$ cat src/rtl/sevenseg_scan_counter.sv
// sevenseg_scan_counter: multi-digit up/down counter with load, tick prescaler and seven-segment scan driver
//   clk       in   clock
//   rstn      in   synchronous active-low reset
//   en        in   count enable (prescaler and counter hold when low)
//   up        in   count direction, 1 = increment
//   load      in   synchronous load strobe, wins over a tick
//   load_val  in   value loaded on load, one nibble per digit
//   value     out  registered count, digit 0 in the low nibble
//   wrap      out  one-cycle pulse when the whole count rolls over
//   segments  out  registered glyph g..a of the selected digit
//   digit_sel out  registered one-hot digit enable
// Define SEVENSEG_HEX_EN for radix-16 digits; otherwise digits are decimal.
module sevenseg_scan_counter #(
    parameter int DIGITS   = 4,
    parameter int PRESCALE = 4,
    parameter int SCAN_DIV = 64
) (
    input  logic                  clk,
    input  logic                  rstn,
    input  logic                  en,
    input  logic                  up,
    input  logic                  load,
    input  logic [4*DIGITS-1:0]   load_val,
    output logic [4*DIGITS-1:0]   value,
    output logic                  wrap,
    output logic [6:0]            segments,
    output logic [DIGITS-1:0]     digit_sel
);
    localparam int PW = PRESCALE > 1 ? $clog2(PRESCALE) : 1;
    localparam int SW = SCAN_DIV > 1 ? $clog2(SCAN_DIV) : 1;
    localparam int IW = DIGITS > 1 ? $clog2(DIGITS) : 1;
    localparam logic [PW-1:0] PRE_MAX  = PW'(PRESCALE - 1);
    localparam logic [SW-1:0] SCAN_MAX = SW'(SCAN_DIV - 1);
    localparam logic [IW-1:0] IDX_MAX  = IW'(DIGITS - 1);
`ifdef SEVENSEG_HEX_EN
    localparam logic [3:0] RMAX = 4'hF;
`else
    localparam logic [3:0] RMAX = 4'd9;
`endif

    logic [PW-1:0]         pre_cnt;
    logic [SW-1:0]         scan_cnt;
    logic [IW-1:0]         idx;
    logic                  tick;
    logic                  carry;
    logic [4*DIGITS-1:0]   stepped;
    logic [4*DIGITS-1:0]   loaded;

    function automatic logic [6:0] glyph(input logic [3:0] n);
        glyph = 7'h00;
        case (n)
            4'h0: glyph = 7'h3F;
            4'h1: glyph = 7'h06;
            4'h2: glyph = 7'h5B;
            4'h3: glyph = 7'h4F;
            4'h4: glyph = 7'h66;
            4'h5: glyph = 7'h6D;
            4'h6: glyph = 7'h7D;
            4'h7: glyph = 7'h07;
            4'h8: glyph = 7'h7F;
            4'h9: glyph = 7'h6F;
`ifdef SEVENSEG_HEX_EN
            4'hA: glyph = 7'h77;
            4'hB: glyph = 7'h7C;
            4'hC: glyph = 7'h39;
            4'hD: glyph = 7'h5E;
            4'hE: glyph = 7'h79;
            4'hF: glyph = 7'h71;
`endif
            default: glyph = 7'h00;
        endcase
    endfunction

    assign tick = en && pre_cnt == PRE_MAX;

    // Ripple the +/-1 through the digits; carry left set means every digit rolled over.
    always_comb begin
        carry   = 1'b1;
        stepped = value;
        for (int i = 0; i < DIGITS; i++) begin
            if (carry) begin
                if (up) begin
                    stepped[4*i +: 4] = value[4*i +: 4] == RMAX ? 4'd0 : value[4*i +: 4] + 4'd1;
                    carry             = value[4*i +: 4] == RMAX;
                end else begin
                    stepped[4*i +: 4] = value[4*i +: 4] == 4'd0 ? RMAX : value[4*i +: 4] - 4'd1;
                    carry             = value[4*i +: 4] == 4'd0;
                end
            end
        end
    end

    // Decimal digits saturate out-of-range load nibbles so value never holds a non-digit.
    always_comb begin
        loaded = load_val;
        for (int i = 0; i < DIGITS; i++)
            loaded[4*i +: 4] = load_val[4*i +: 4] > RMAX ? RMAX : load_val[4*i +: 4];
    end

    always_ff @(posedge clk) begin
        if (!rstn) begin
            value     <= '0;
            wrap      <= 1'b0;
            pre_cnt   <= '0;
            scan_cnt  <= '0;
            idx       <= '0;
            digit_sel <= DIGITS'(1);
            segments  <= 7'h3F;
        end else begin
            digit_sel <= DIGITS'(1) << idx;
            segments  <= glyph(value[4*idx +: 4]);
            scan_cnt  <= scan_cnt == SCAN_MAX ? '0 : scan_cnt + 1'b1;
            if (scan_cnt == SCAN_MAX)
                idx <= idx == IDX_MAX ? '0 : idx + 1'b1;
            wrap <= !load && tick && carry;
            if (load) begin
                value   <= loaded;
                pre_cnt <= '0;
            end else if (en) begin
                pre_cnt <= tick ? '0 : pre_cnt + 1'b1;
                if (tick)
                    value <= stepped;
            end
        end
    end
endmodule

$ cat config.mk
export PLATFORM = sky130hd
export DESIGN_NAME = sevenseg_scan_counter
export DESIGN_NICKNAME = d
export VERILOG_FILES = /design/src/rtl/sevenseg_scan_counter.sv
export SDC_FILE = /design/constraint.sdc
export NUM_CORES = 1
export LEC_CHECK = 0
export CORE_MARGIN = 5
export CORE_UTILIZATION = 47
export DETAILED_ROUTE_END_ITERATION = 10
export PLACE_DENSITY = 0.76
export SLEW_MARGIN = 25
export SYNTH_ARGS = -nofsm -noshare
export SYNTH_HDL_FRONTEND = slang
export SYNTH_SLANG_ARGS = --single-unit
$ cat constraint.sdc
create_clock -name clk -period 1.8 [get_ports clk]
set_clock_uncertainty 0.05 [all_clocks]
set_input_delay 0.27 -clock clk [delete_from_list [all_inputs] [get_ports clk]]
set_output_delay 0.27 -clock clk [all_outputs]
set_load 0.1 [all_outputs]
Yosys cells after proc, flatten, opt, wreduce, memory -nomap -nowiden
Memories as Yosys holds them, arrays and structs flattened. A register that Yosys moved wholly into a read port is not among the register bits. Index checks and enable logic that the tools add are counted.

Add/subtract/negate cells: 11. Multipliers: 0. Divide/modulo/power cells: 0. Order comparisons: 4. Eq/ne operators: 7. Shifts and indexed selects: 2. Muxes and demuxes: 31. Bitwise operators: 1. Reductions and logical operators: 20.

Operator list (count): 2-to-1 mux 4 bit (19); 2-to-1 mux 16 bit (3); adder 4 x 1 -> 4 bit (second input constant) (4); equality test 4 bit (second input constant) (4); > comparator 4 bit (second input constant) (4); zero test 4 bit (4); variable part select 16 x 5 -> 4 bit (1); subtractor 4 x 1 -> 4 bit (second input constant) (4); nonzero test 2 bit (5); AND reduction 3 bit (3); 2-to-1 mux 1 bit (7); adder 6 x 1 -> 6 bit (second input constant) (1); equality test 6 bit (second input constant) (1); adder 2 x 1 -> 2 bit (second input constant) (2); equality test 2 bit (second input constant) (2); 2-to-1 mux 2 bit (2); OR reduction 2 bit (2); << shifter 1 x 2 -> 4 bit (first input constant) (1); logical AND 1 bit (3); zero test 1 bit (2); AND reduction 2 bit (1); inverter 1 bit (1).

Bits in registers: 31. Latch bits: 0. Bits in writable memories: 0. ROM bits: 112. Input port bits: 21. Output and inout bits: 28. Memories kept: 1.

Memories: (name not given) (words 16, width 7, rd ports 1, clocked after memory_dff 1, write ports 0, RTL line 51) `case (n)`.

Logic depth before layout (Yosys ltp)
Gate-level depths: netlist (run 1).

Depth in word-level cells: 8. Mapped depth: 7. Mapped depth without buffers: 6.

Least setup slack after synthesis (run 1)
No wires, ideal clock.

Path type: reg2reg. Start: register value[5]. End: register segments[1]. Library setup time: 0.127 ns. Data arrival time: 2.401 ns. Data required time: 1.623 ns. Slack: -0.778 ns. Cell stages (with the launch flop): 7. Buffers on the path: 1. Path through: dfxtp_1 -> clkbuf_1 -> mux4_2 -> inv_1 -> ha_1 -> a21oi_1 -> or3_1.

Longest elaborated chain between the ends: 1.

Ends and longest elaborated chain: start: declaration (RTL line 24) `output logic [4*DIGITS-1:0] value,`; start signal: assignment (RTL line 117) `value <= loaded;`; start signal: assignment (RTL line 122) `value <= stepped;`; variable part select 16 x 5 -> 4 bit (RTL line 111) `segments <= glyph(value[4*idx +: 4]);`; end: declaration (RTL line 26) `output logic [6:0] segments,`.

Every way passes these cells. A chain may end at the register's enable or synchronous reset.

Worst setup path in the final report (run 1)
Start: register value[4]. End: register value[7].

Longest elaborated chain between the ends: 7. Elaborated cells between the ends (all ways): 11. Classes of those cells: 2 x add/sub; 1 x eq/ne; 7 x mux; 1 x reduce/logical.

Ends and longest elaborated chain: subtractor 4 x 1 -> 4 bit (tied with other cells) (RTL line 86) `stepped[4*i +: 4] = value[4*i +: 4] == 4'd0 ? RMAX : value[4*i +: 4] - 4'd1;`; 2-to-1 mux 4 bit (on tied branches) (RTL line 86, 83); 2-to-1 mux 4 bit * (RTL line 82) `if (up) begin`; 2-to-1 mux 4 bit * (RTL line 81) `if (carry) begin`; 2-to-1 mux 16 bit * (RTL line 121) `if (tick)`; 2-to-1 mux 16 bit * (RTL line 119) `end else if (en) begin`; 2-to-1 mux 16 bit * (RTL line 116) `if (load) begin`.

Every way passes the cells marked *; elsewhere a longest branch is shown, timed or not. The select of a mux whose other input is x is not followed.

==> out/qor.yml, run 1 <==
run_status:
  status: "finished clean"
placed_design:
  place.detailed.instances: 431
  dp_wirelength_um: 5000
  place_worst_setup_slack_ps: -407
  gp_congestion: 0.912
  port_buffers: 48
  place_area_mm2: 0.00351
detailed_routing:
  via_per_inst: 5.73
  vias: 2517
  first_iter_violations: 135
  drt_pre_antenna_iters: 7
  route.antenna.remaining_nets: 0
  drc: 0
  route.detailed.wl_per_inst_um: 15.4
  routed_wirelength_um: 6770
synth:
  synth-main-ff-cell: "sky130_fd_sc_hd__dfxtp_1"
  synth-seq-area-share: 0.297
  synthMuxAreaShare: 0.0547
  synthMostInstantiatedCell: "sky130_fd_sc_hd__dfxtp_1"
  netlist.area_leader.share: 0.297
  synth_async_sr_flop_share: 0
  synth_common_cells: "sky130_fd_sc_hd__dfxtp_1 (38), sky130_fd_sc_hd__nor2_1 (24), sky130_fd_sc_hd__clkbuf_1 (13), sky130_fd_sc_hd__inv_1 (13), sky130_fd_sc_hd__nand2_1 (13)"
  library_cell_with_the_largest_summed_area_after_synthesis: "sky130_fd_sc_hd__dfxtp_1"
  synth_compound_gate_area_share: 0.232
  yosysWarnings: 0
  synthAdderAreaFrac: 0.0488
  synthTopCellsByArea: "sky130_fd_sc_hd__dfxtp_1 (30%), sky130_fd_sc_hd__ha_1 (4.9%), sky130_fd_sc_hd__mux4_2 (3.5%)"
  synth_xor_xnor_area_share: 0.0376
  synth_area_per_cell_um2: 8.49
  netlist_area_before_placement_mm2: 0.00256
  post_synth_inst_count: 302
  postSynthRegisterBits: 38
  synthesis.nets: 333
  synthDistinctLibCells: 65
  synth_top_family_by_area: "simple AND/OR/NAND/NOR gates"
  synthSimpleGateAreaFrac: 0.256
  synth_enable_flop_cells: 0
timing:
  rsz0062_at_grt: "no"
  achievable-frequency_mhz: 585
  finalSetupViolations: 0
  fin_max_slew_vios: 0
  report.final.hold_viol_count: 0
  timing.slew.headroom: 0.629
  setup_total_negative_slack_ps: 0
  tightest_slew_ps: 546
  timing.final.crit_period_ps: 1710
  post-route-worst-setup-slack_ps: 90.1
  period_share: 0.950
  worst_hold_slack_ps: 393
cts:
  clkLatencyLatePin_ps: 290
  cts_inserted_buffers: 5
  clockRootBuffer: "sky130_fd_sc_hd__clkbuf_8"
  clock_sinks: 38
  tritoncts: "built"
  post_cts_hold_buffer_count: 0
  cts.path.max_buffers: 2
  clock_tree.htree_level_count: 2
  clk_pin_slew_worst_paths_ps: 70
power_and_ir_drop:
  pwr-share-clk: 0.284
  powerDensity_mw_per_mm2: 668
  power.leakage_nw: 1.42
  seq_power_share: 0.385
  internal-power_mw: 1.58
  power.net_switching_mw: 0.862
  finalPower_mw: 2.44
  pwr-share-comb: 0.331
  swShare: 0.353
  ir_worst_vdd_mv: 0.532
finish:
  final-instance-count-excl-fill: 439
  design_area_mm2: 0.00366
  nNetsFinal: 400
  fillCellCount: 401
  layout.core_utilization: 0.703
  synthToLayoutAreaGrowth_pct: 42.8
  drive_above_1_share: 0.298
  inserted_diodes: 0
floorplanning:
  dieWidth_um: 83.9
  placeableCoreArea_mm2: 0.00520
  start_util: 0.493
  dieArea_mm2: 0.00703
  std_cell_rows: 26
  chipHeight_um: 83.9
  design.portCount: 49
setup_path:
  cp-start-kind: "register"
  worstSetupPathType: "reg2reg"
  timing.critical_path.cells: "buf_4 > nor4_1 > buf_4 > a31oi_1 > o211ai_1 > a31oi_1"
  timing.reg2reg.setup_slack_ps: 90
  end_kind: "register"
  crit_path_max_fanout: 11
  required_ps: 1920
  worstPathArrival_ps: 1830
  cpMaxStageDelayCell: "sky130_fd_sc_hd__nor4_1"
  peak_per_stage_delay_on_the_critical_path_ps: 460
  cp_top_family: "simple AND/OR/NAND/NOR gates"
  critical_path.n_buffers_inverters: 2
global_route:
  vias_in_the_first_global_route: 2446
  grt_first_pass_wirelength_um: 11500
  global_route.overflow_total: 0
  maximum_number_of_pins_on_one_net_before_global_route_repair: 18
  combined_global_route_utilization_of_all_metal_layers: 0.196
  grt_antenna_before_repair: 0
hold_path:
  type_of_the_worst_min_delay_path: "reg2reg"
job:
  timing.max_cap.violations: 0
## power by group through the flow
stage               logic, mW  registers [mW]  clock network [mW]
global placement        0.790           0.957                   0
CTS                     0.807           0.941               0.707
global route            0.859           0.948               0.733
detailed placement      0.801           0.959                   0
finish                  0.808           0.941               0.695
floorplan               0.306            1.18                   0
## layout by cell type, fill, tap and decap left out, drive strengths merged, types with 2 or more instances in the layout
cell	synthesis	layout
o21ai	17	17
a21o	2	2
clkbuf	13	7
or2	3	3
nand3b	3	3
nor2b	5	5
a31oi	6	6
nand2b	6	6
buf	14	66
o2111ai	4	4
a221oi	4	4
and3	8	8
mux2i	5	5
inv	13	13
and2	4	4
o311ai	4	4
nor3	11	11
o21bai	2	2
nor4	5	5
nand3	12	12
nor3b	3	3
a21boi	2	2
clkdlybuf4s50	0	19
o21a	5	5
xnor2	7	7
dfxtp	38	38
nor2	26	26
a311oi	2	2
or3	4	4
o22ai	2	2
o211ai	8	8
a2111oi	2	2
a21oi	8	8
o31ai	2	2
xor2	4	4
mux4	4	5
ha	10	10
nand4b	4	4
and4	2	2
nand2	13	13
## cells by family (layout without fill, tap and decap cells)
group,after synthesis,in the layout
XOR/XNOR,11,11
multiplexers,9,10
AND/OR/NAND/NOR,112,112
adder cells (fa/ha/maj),10,10
flip-flops,38,38
AO/OA/AOI/OAI,81,81
buffers and inverters,41,107
## worst register-to-register path, delay by kind of cell (launching register included)
kind | cells | cell delay (ps)
buffers and inverters | 2 | 370
DFF | 1 | 390
AOI/OAI and AO/OA | 3 | 330
and+or+nand+nor | 1 | 460
## layout make-up
class | instances | area, µm² | share of cell area
multi-input combinational | 224 | 1670 | 0.455
timing repair buffer | 86 | 932 | 0.255
sequential | 38 | 815 | 0.223
clock buffer | 7 | 108 | 0.0294
tap | 70 | 87.6 | 0.0239
inverter | 14 | 52.6 | 0.0144
## path summary, 6_finish.rpt
kind                     from          end  cells past startpoint
setup / recovery     value[4]     value[7]                      6
hold / removal    scan_cnt[0]  scan_cnt[0]                      1
setup reg to reg     value[4]     value[7]                      6
hold reg to reg   scan_cnt[0]  scan_cnt[0]                      1
## flip-flops by register name (all words and copies together), names as in the netlist
name and cells:
segments 7, wrap 1, scan_cnt 6, idx 2
value 16, digit_sel 4, pre_cnt 2
## timing repair
action,in CTS,in global routing
pin swaps,0,1
buffers inserted,0,0
endpoints found under the setup margin,6,9
gates cloned,1,0
gates resized for setup,3,4
## per-layer routing
layer | track usage | vias to the layer above | share of wire
met5 | 0 | - | 0
met4 | 0.0599 | 0 | 0.014
met3 | 0.0474 | 15 | 0.064
met2 | 0.314 | 78 | 0.46
met1 | 0.262 | 1167 | 0.46
li1 | - | 1257 | -
Note: power is estimated with default switching activity, not from simulation.
==> inputs of run 2 (changes only) <==
--- a/config.mk
+++ b/config.mk
@@ -5,7 +5,8 @@
 export SDC_FILE = /design/constraint.sdc
 export NUM_CORES = 1
 export LEC_CHECK = 0
-export CORE_MARGIN = 5
+export CAP_MARGIN = 10
+export CORE_MARGIN = 10
 export CORE_UTILIZATION = 47
 export DETAILED_ROUTE_END_ITERATION = 10
 export PLACE_DENSITY = 0.76
==> out/qor.yml, run 2 (synthesized netlist as in run 1, its figures left out) <==
run_status:
  status: "finished clean"
finish:
  largest_reg_flops: 16
  final_common_cell: "sky130_fd_sc_hd__buf_4"
  final-instance-count-excl-fill: 440
  synthToLayoutAreaGrowth_pct: 43.1
  nNetsFinal: 400
  inserted_diodes: 0
  registers.top_by_ff_count: "value"
  drive_above_1_share: 0.303
  layout.core_utilization: 0.705
  layout_top_registers: "value (16), segments (7), scan_cnt (6)"
  final_cell_mix: "sky130_fd_sc_hd__buf_4 (46), sky130_fd_sc_hd__nor2_1 (24), sky130_fd_sc_hd__dfxtp_1 (21)"
  design_area_mm2: 0.00367
  fillCellCount: 413
timing:
  timing.final.crit_period_ps: 1720
  timing.slew.headroom: 0.658
  finalSetupViolations: 0
  tightest_slew_ps: 504
  report.final.hold_viol_count: 0
  achievable-frequency_mhz: 582
  post-route-worst-setup-slack_ps: 81.0
  period_share: 0.955
  fin_max_slew_vios: 0
cts:
  clockRootBuffer: "sky130_fd_sc_hd__clkbuf_8"
  clkLatencyLatePin_ps: 300
  clock_tree.htree_level_count: 2
  clock_sinks: 38
  cts_inserted_buffers: 5
  clk_pin_slew_worst_paths_ps: 80
  tritoncts: "built"
  post_cts_hold_buffer_count: 0
  cts.path.max_buffers: 2
power_and_ir_drop:
  ir_worst_vdd_mv: 0.296
  powerDensity_mw_per_mm2: 676
  swShare: 0.356
  finalPower_mw: 2.48
  pwr-share-clk: 0.292
  power.net_switching_mw: 0.884
  power.leakage_nw: 1.43
  seq_power_share: 0.380
  internal-power_mw: 1.60
  pwr-share-comb: 0.328
placed_design:
  gp_congestion: 0.920
  port_buffers: 48
  place_area_mm2: 0.00351
  dp_wirelength_um: 5380
  place.detailed.instances: 431
  place_worst_setup_slack_ps: -398
floorplanning:
  std_cell_rows: 26
  dieWidth_um: 93.9
  chipHeight_um: 93.9
  start_util: 0.493
  dieArea_mm2: 0.00881
  placeableCoreArea_mm2: 0.00520
  design.portCount: 49
setup_path:
  crit_path_max_fanout: 7
  cp-start-kind: "register"
  required_ps: 1930
  worstSetupPathType: "reg2reg"
  worstPathArrival_ps: 1850
  end_kind: "register"
  reg2regPathDepth: 5
detailed_routing:
  route.detailed.wl_per_inst_um: 16.1
  drt_pre_antenna_iters: 4
  vias: 2532
  routed_wirelength_um: 7080
  first_iter_violations: 108
  via_per_inst: 5.75
  drc: 0
  route.antenna.remaining_nets: 0
hold_path:
  worstHoldPathCells: 1
  type_of_the_worst_min_delay_path: "reg2reg"
job:
  timing.max_cap.violations: 0
global_route:
  combined_global_route_utilization_of_all_metal_layers: 0.164
  grt_antenna_before_repair: 0
  global_route.overflow_total: 0
  maximum_number_of_pins_on_one_net_before_global_route_repair: 23
  grt_first_pass_wirelength_um: 12000
  vias_in_the_first_global_route: 2556
[run 2: routing by layer]
metal / track usage / wire [µm] / vias to the layer above
met1: 0.199 / 3050 / 1175
met4: 0.0823 / 211 / 0
met2: 0.266 / 3360 / 83
met3: 0.0360 / 464 / 22
li1: - / - / 1252
met5: 0 / 0 / -
[run 2: path summary, 6_finish.rpt]
check / from / slack [ps] / to
setup reg to reg: idx[0] / 80 / segments[5]
hold / removal: scan_cnt[0] / 390 / scan_cnt[0]
setup / recovery: idx[0] / 80 / segments[5]
hold reg to reg: scan_cnt[0] / 390 / scan_cnt[0]
[run 2: power groups by stage]
stage	clock, mW	combinational (mW)	sequential (mW)
finish	0.724	0.814	0.944
global route	0.762	0.867	0.951
CTS	0.735	0.806	0.943
detailed placement	0	0.801	0.963
global placement	0	0.790	0.961
floorplan	0	0.306	1.18
[run 2: worst max-delay path, stage by stage (launching register included)]
cell	delay, ps
sky130_fd_sc_hd__dfxtp_2	370
sky130_fd_sc_hd__buf_4	160
sky130_fd_sc_hd__mux4_2	610
sky130_fd_sc_hd__buf_4	190
sky130_fd_sc_hd__mux2i_1	150
sky130_fd_sc_hd__o21ai_1	70
[run 2: area by class of cell]
type                            count  area [µm²]  share of cell area
Clock buffer                        8         111              0.0303
Inverter                           14        52.6              0.0143
Multi-Input combinational cell    223        1650               0.450
Sequential cell                    38         812               0.221
Tap cell                           70        87.6              0.0239
Timing Repair Buffer               87         955               0.260
[run 2: through the flow]
| stage | hold slack [ps] | setup TNS, ps |
|---|---|---|
| 6_report | 392 | 0 |
| 2_1_floorplan | 343 | -143 |
| 4_1_cts | 395 | 0 |
| 5_1_grt | 436 | -3.90 |
| 3_3_place_gp | 374 | -2510 |
| 3_5_place_dp | 384 | -3100 |
[run 2: what timing repair did]
action,CTS,global route
endpoints found under the setup margin,2,14
pin swaps,0,2
gates resized for setup,4,7
cloned,0,0
setup buffers,0,1
==> inputs of run 3 (changes only) <==
--- a/config.mk
+++ b/config.mk
@@ -10,6 +10,7 @@
 export CORE_UTILIZATION = 47
 export DETAILED_ROUTE_END_ITERATION = 10
 export PLACE_DENSITY = 0.76
+export SKIP_CTS_REPAIR_TIMING = 1
 export SLEW_MARGIN = 25
 export SYNTH_ARGS = -nofsm -noshare
 export SYNTH_HDL_FRONTEND = slang
==> out/qor.yml, run 3 (synthesized netlist as in run 1, its figures left out) <==
timing:
  setup_total_negative_slack_ps: 0
  timing.final.crit_period_ps: 1720
  timing.slew.headroom: 0.684
  tightest_slew_ps: 465
  fin_max_slew_vios: 0
  achievable-frequency_mhz: 581
  period_share: 0.956
  finalSetupViolations: 0
  post-route-worst-setup-slack_ps: 78.5
  report.final.hold_viol_count: 0
power_and_ir_drop:
  pwr-share-comb: 0.327
  power.net_switching_mw: 0.878
  swShare: 0.355
  pwr-share-clk: 0.291
  seq_power_share: 0.382
  power.leakage_nw: 1.42
  ir_worst_vdd_mv: 0.296
  internal-power_mw: 1.60
  powerDensity_mw_per_mm2: 676
  finalPower_mw: 2.48
setup_path:
  crit_path_max_fanout: 5
  timing.critical_path.cells: "ha_1 > and4bb_4 > o2111ai_4 > buf_4 > a2111oi_1 > a311o_1"
  critical_path.n_buffers_inverters: 1
  worstPathArrival_ps: 1910
  reg2regPathDepth: 6
  timing.rr.end: "value[14]"
  rr_startpoint: "pre_cnt[0]"
  cpMaxStageDelayCell: "sky130_fd_sc_hd__dfxtp_1"
  required_ps: 1990
  end_kind: "register"
  timing.reg2reg.setup_slack_ps: 80
  cp-start-kind: "register"
  peak_per_stage_delay_on_the_critical_path_ps: 360
  worstSetupPathType: "reg2reg"
  cp_top_family: "compound AO/OA/AOI/OAI gates"
floorplanning:
  chipHeight_um: 93.9
  dieWidth_um: 93.9
  design.portCount: 49
  dieArea_mm2: 0.00881
  std_cell_rows: 26
  placeableCoreArea_mm2: 0.00520
  start_util: 0.493
detailed_routing:
  first_iter_violations: 134
  routed_wirelength_um: 7060
  vias: 2509
  route.antenna.remaining_nets: 0
  via_per_inst: 5.69
  route.detailed.wl_per_inst_um: 16.0
  drc: 0
  drt_pre_antenna_iters: 4
finish:
  drive_above_1_share: 0.297
  largest_reg_flops: 16
  final_common_cell: "sky130_fd_sc_hd__buf_4"
  nNetsFinal: 400
  synthToLayoutAreaGrowth_pct: 42.8
  layout.core_utilization: 0.703
  final_cell_mix: "sky130_fd_sc_hd__buf_4 (46), sky130_fd_sc_hd__nor2_1 (24), sky130_fd_sc_hd__dfxtp_1 (21)"
  design_area_mm2: 0.00366
  registers.top_by_ff_count: "value"
  layout_top_registers: "value (16), segments (7), scan_cnt (6)"
cts:
  clk_pin_slew_worst_paths_ps: 80
  clkLatencyLatePin_ps: 300
  clock_sinks: 38
  cts.path.max_buffers: 2
  clockRootBuffer: "sky130_fd_sc_hd__clkbuf_8"
  tritoncts: "built"
  clock_tree.htree_level_count: 2
  cts_inserted_buffers: 5
hold_path:
  hp-start: "scan_cnt[0]"
  worstHoldPathCells: 1
  type_of_the_worst_min_delay_path: "reg2reg"
  worst_hold_path.endpoint: "scan_cnt[0]"
placed_design:
  place_worst_setup_slack_ps: -398
  place_area_mm2: 0.00351
  port_buffers: 48
  dp_wirelength_um: 5380
  gp_congestion: 0.920
job:
  timing.max_cap.violations: 0
global_route:
  combined_global_route_utilization_of_all_metal_layers: 0.162
  global_route.overflow_total: 0
  grt_first_pass_wirelength_um: 11800
  vias_in_the_first_global_route: 2532
  maximum_number_of_pins_on_one_net_before_global_route_repair: 23
  grt_antenna_before_repair: 0
run_status:
  status: "finished clean"
[run 3: changes by cell type in the layout (fill, tap and decap cells not counted), sizes merged]
cell / change
diode: +1
[run 3: worst register-to-register path, cell delays in order (launching register included)]
cell and delay [ps]:
sky130_fd_sc_hd__dfxtp_1 360, sky130_fd_sc_hd__ha_1 180, sky130_fd_sc_hd__and4bb_4 310, sky130_fd_sc_hd__o2111ai_4 110, sky130_fd_sc_hd__buf_4 170, sky130_fd_sc_hd__a2111oi_1 320, sky130_fd_sc_hd__a311o_1 160
[run 3: through the flow]
stage / std cells / hold slack [ps]
floorplan: 302 / 343
global placement: 431 / 374
detailed placement: 431 / 384
CTS: 439 / 395
global route: 440 / 436
finish: 441 / 392
[run 3: power by group through the flow]
stage / clock network [mW] / registers, mW / logic [mW]
after floorplan: 0 / 1.18 / 0.306
after global placement: 0 / 0.961 / 0.790
after detailed placement: 0 / 0.963 / 0.801
after CTS: 0.735 / 0.943 / 0.803
after global routing: 0.763 / 0.951 / 0.864
final: 0.720 / 0.944 / 0.811
[run 3: cell type report]
| class | count | area (µm²) |
|---|---|---|
| sequential | 38 | 812 |
| antenna | 1 | 2.50 |
| timing repair buffer | 87 | 955 |
| clock buffer | 8 | 111 |
| inverter | 14 | 52.6 |
| tap | 70 | 87.6 |
| multi-input combinational | 223 | 1640 |
| fill | 416 | 1550 |
[run 3: layer usage]
metal | routed length, µm | share of wire | vias to the layer above | global-route usage
met5 | 0 | 0 | - | 0
met4 | 149 | 0.021 | 0 | 0.0722
met3 | 456 | 0.065 | 18 | 0.0368
met2 | 3400 | 0.48 | 67 | 0.267
met1 | 3060 | 0.43 | 1173 | 0.195
li1 | - | - | 1251 | -
[run 3: worst max-delay path by stage]
stage	startpoint	cells past startpoint	to	slack [ps]
6_report	pre_cnt[0]	6	value[14]	80
5_1_grt	idx[0]	5	segments[5]	-5
4_1_cts	up	6	value[14]	-90
3_5_place_dp	up	6	value[14]	-400
3_3_place_gp	up	6	value[14]	-340
2_1_floorplan	value[12]	6	segments[1]	-100
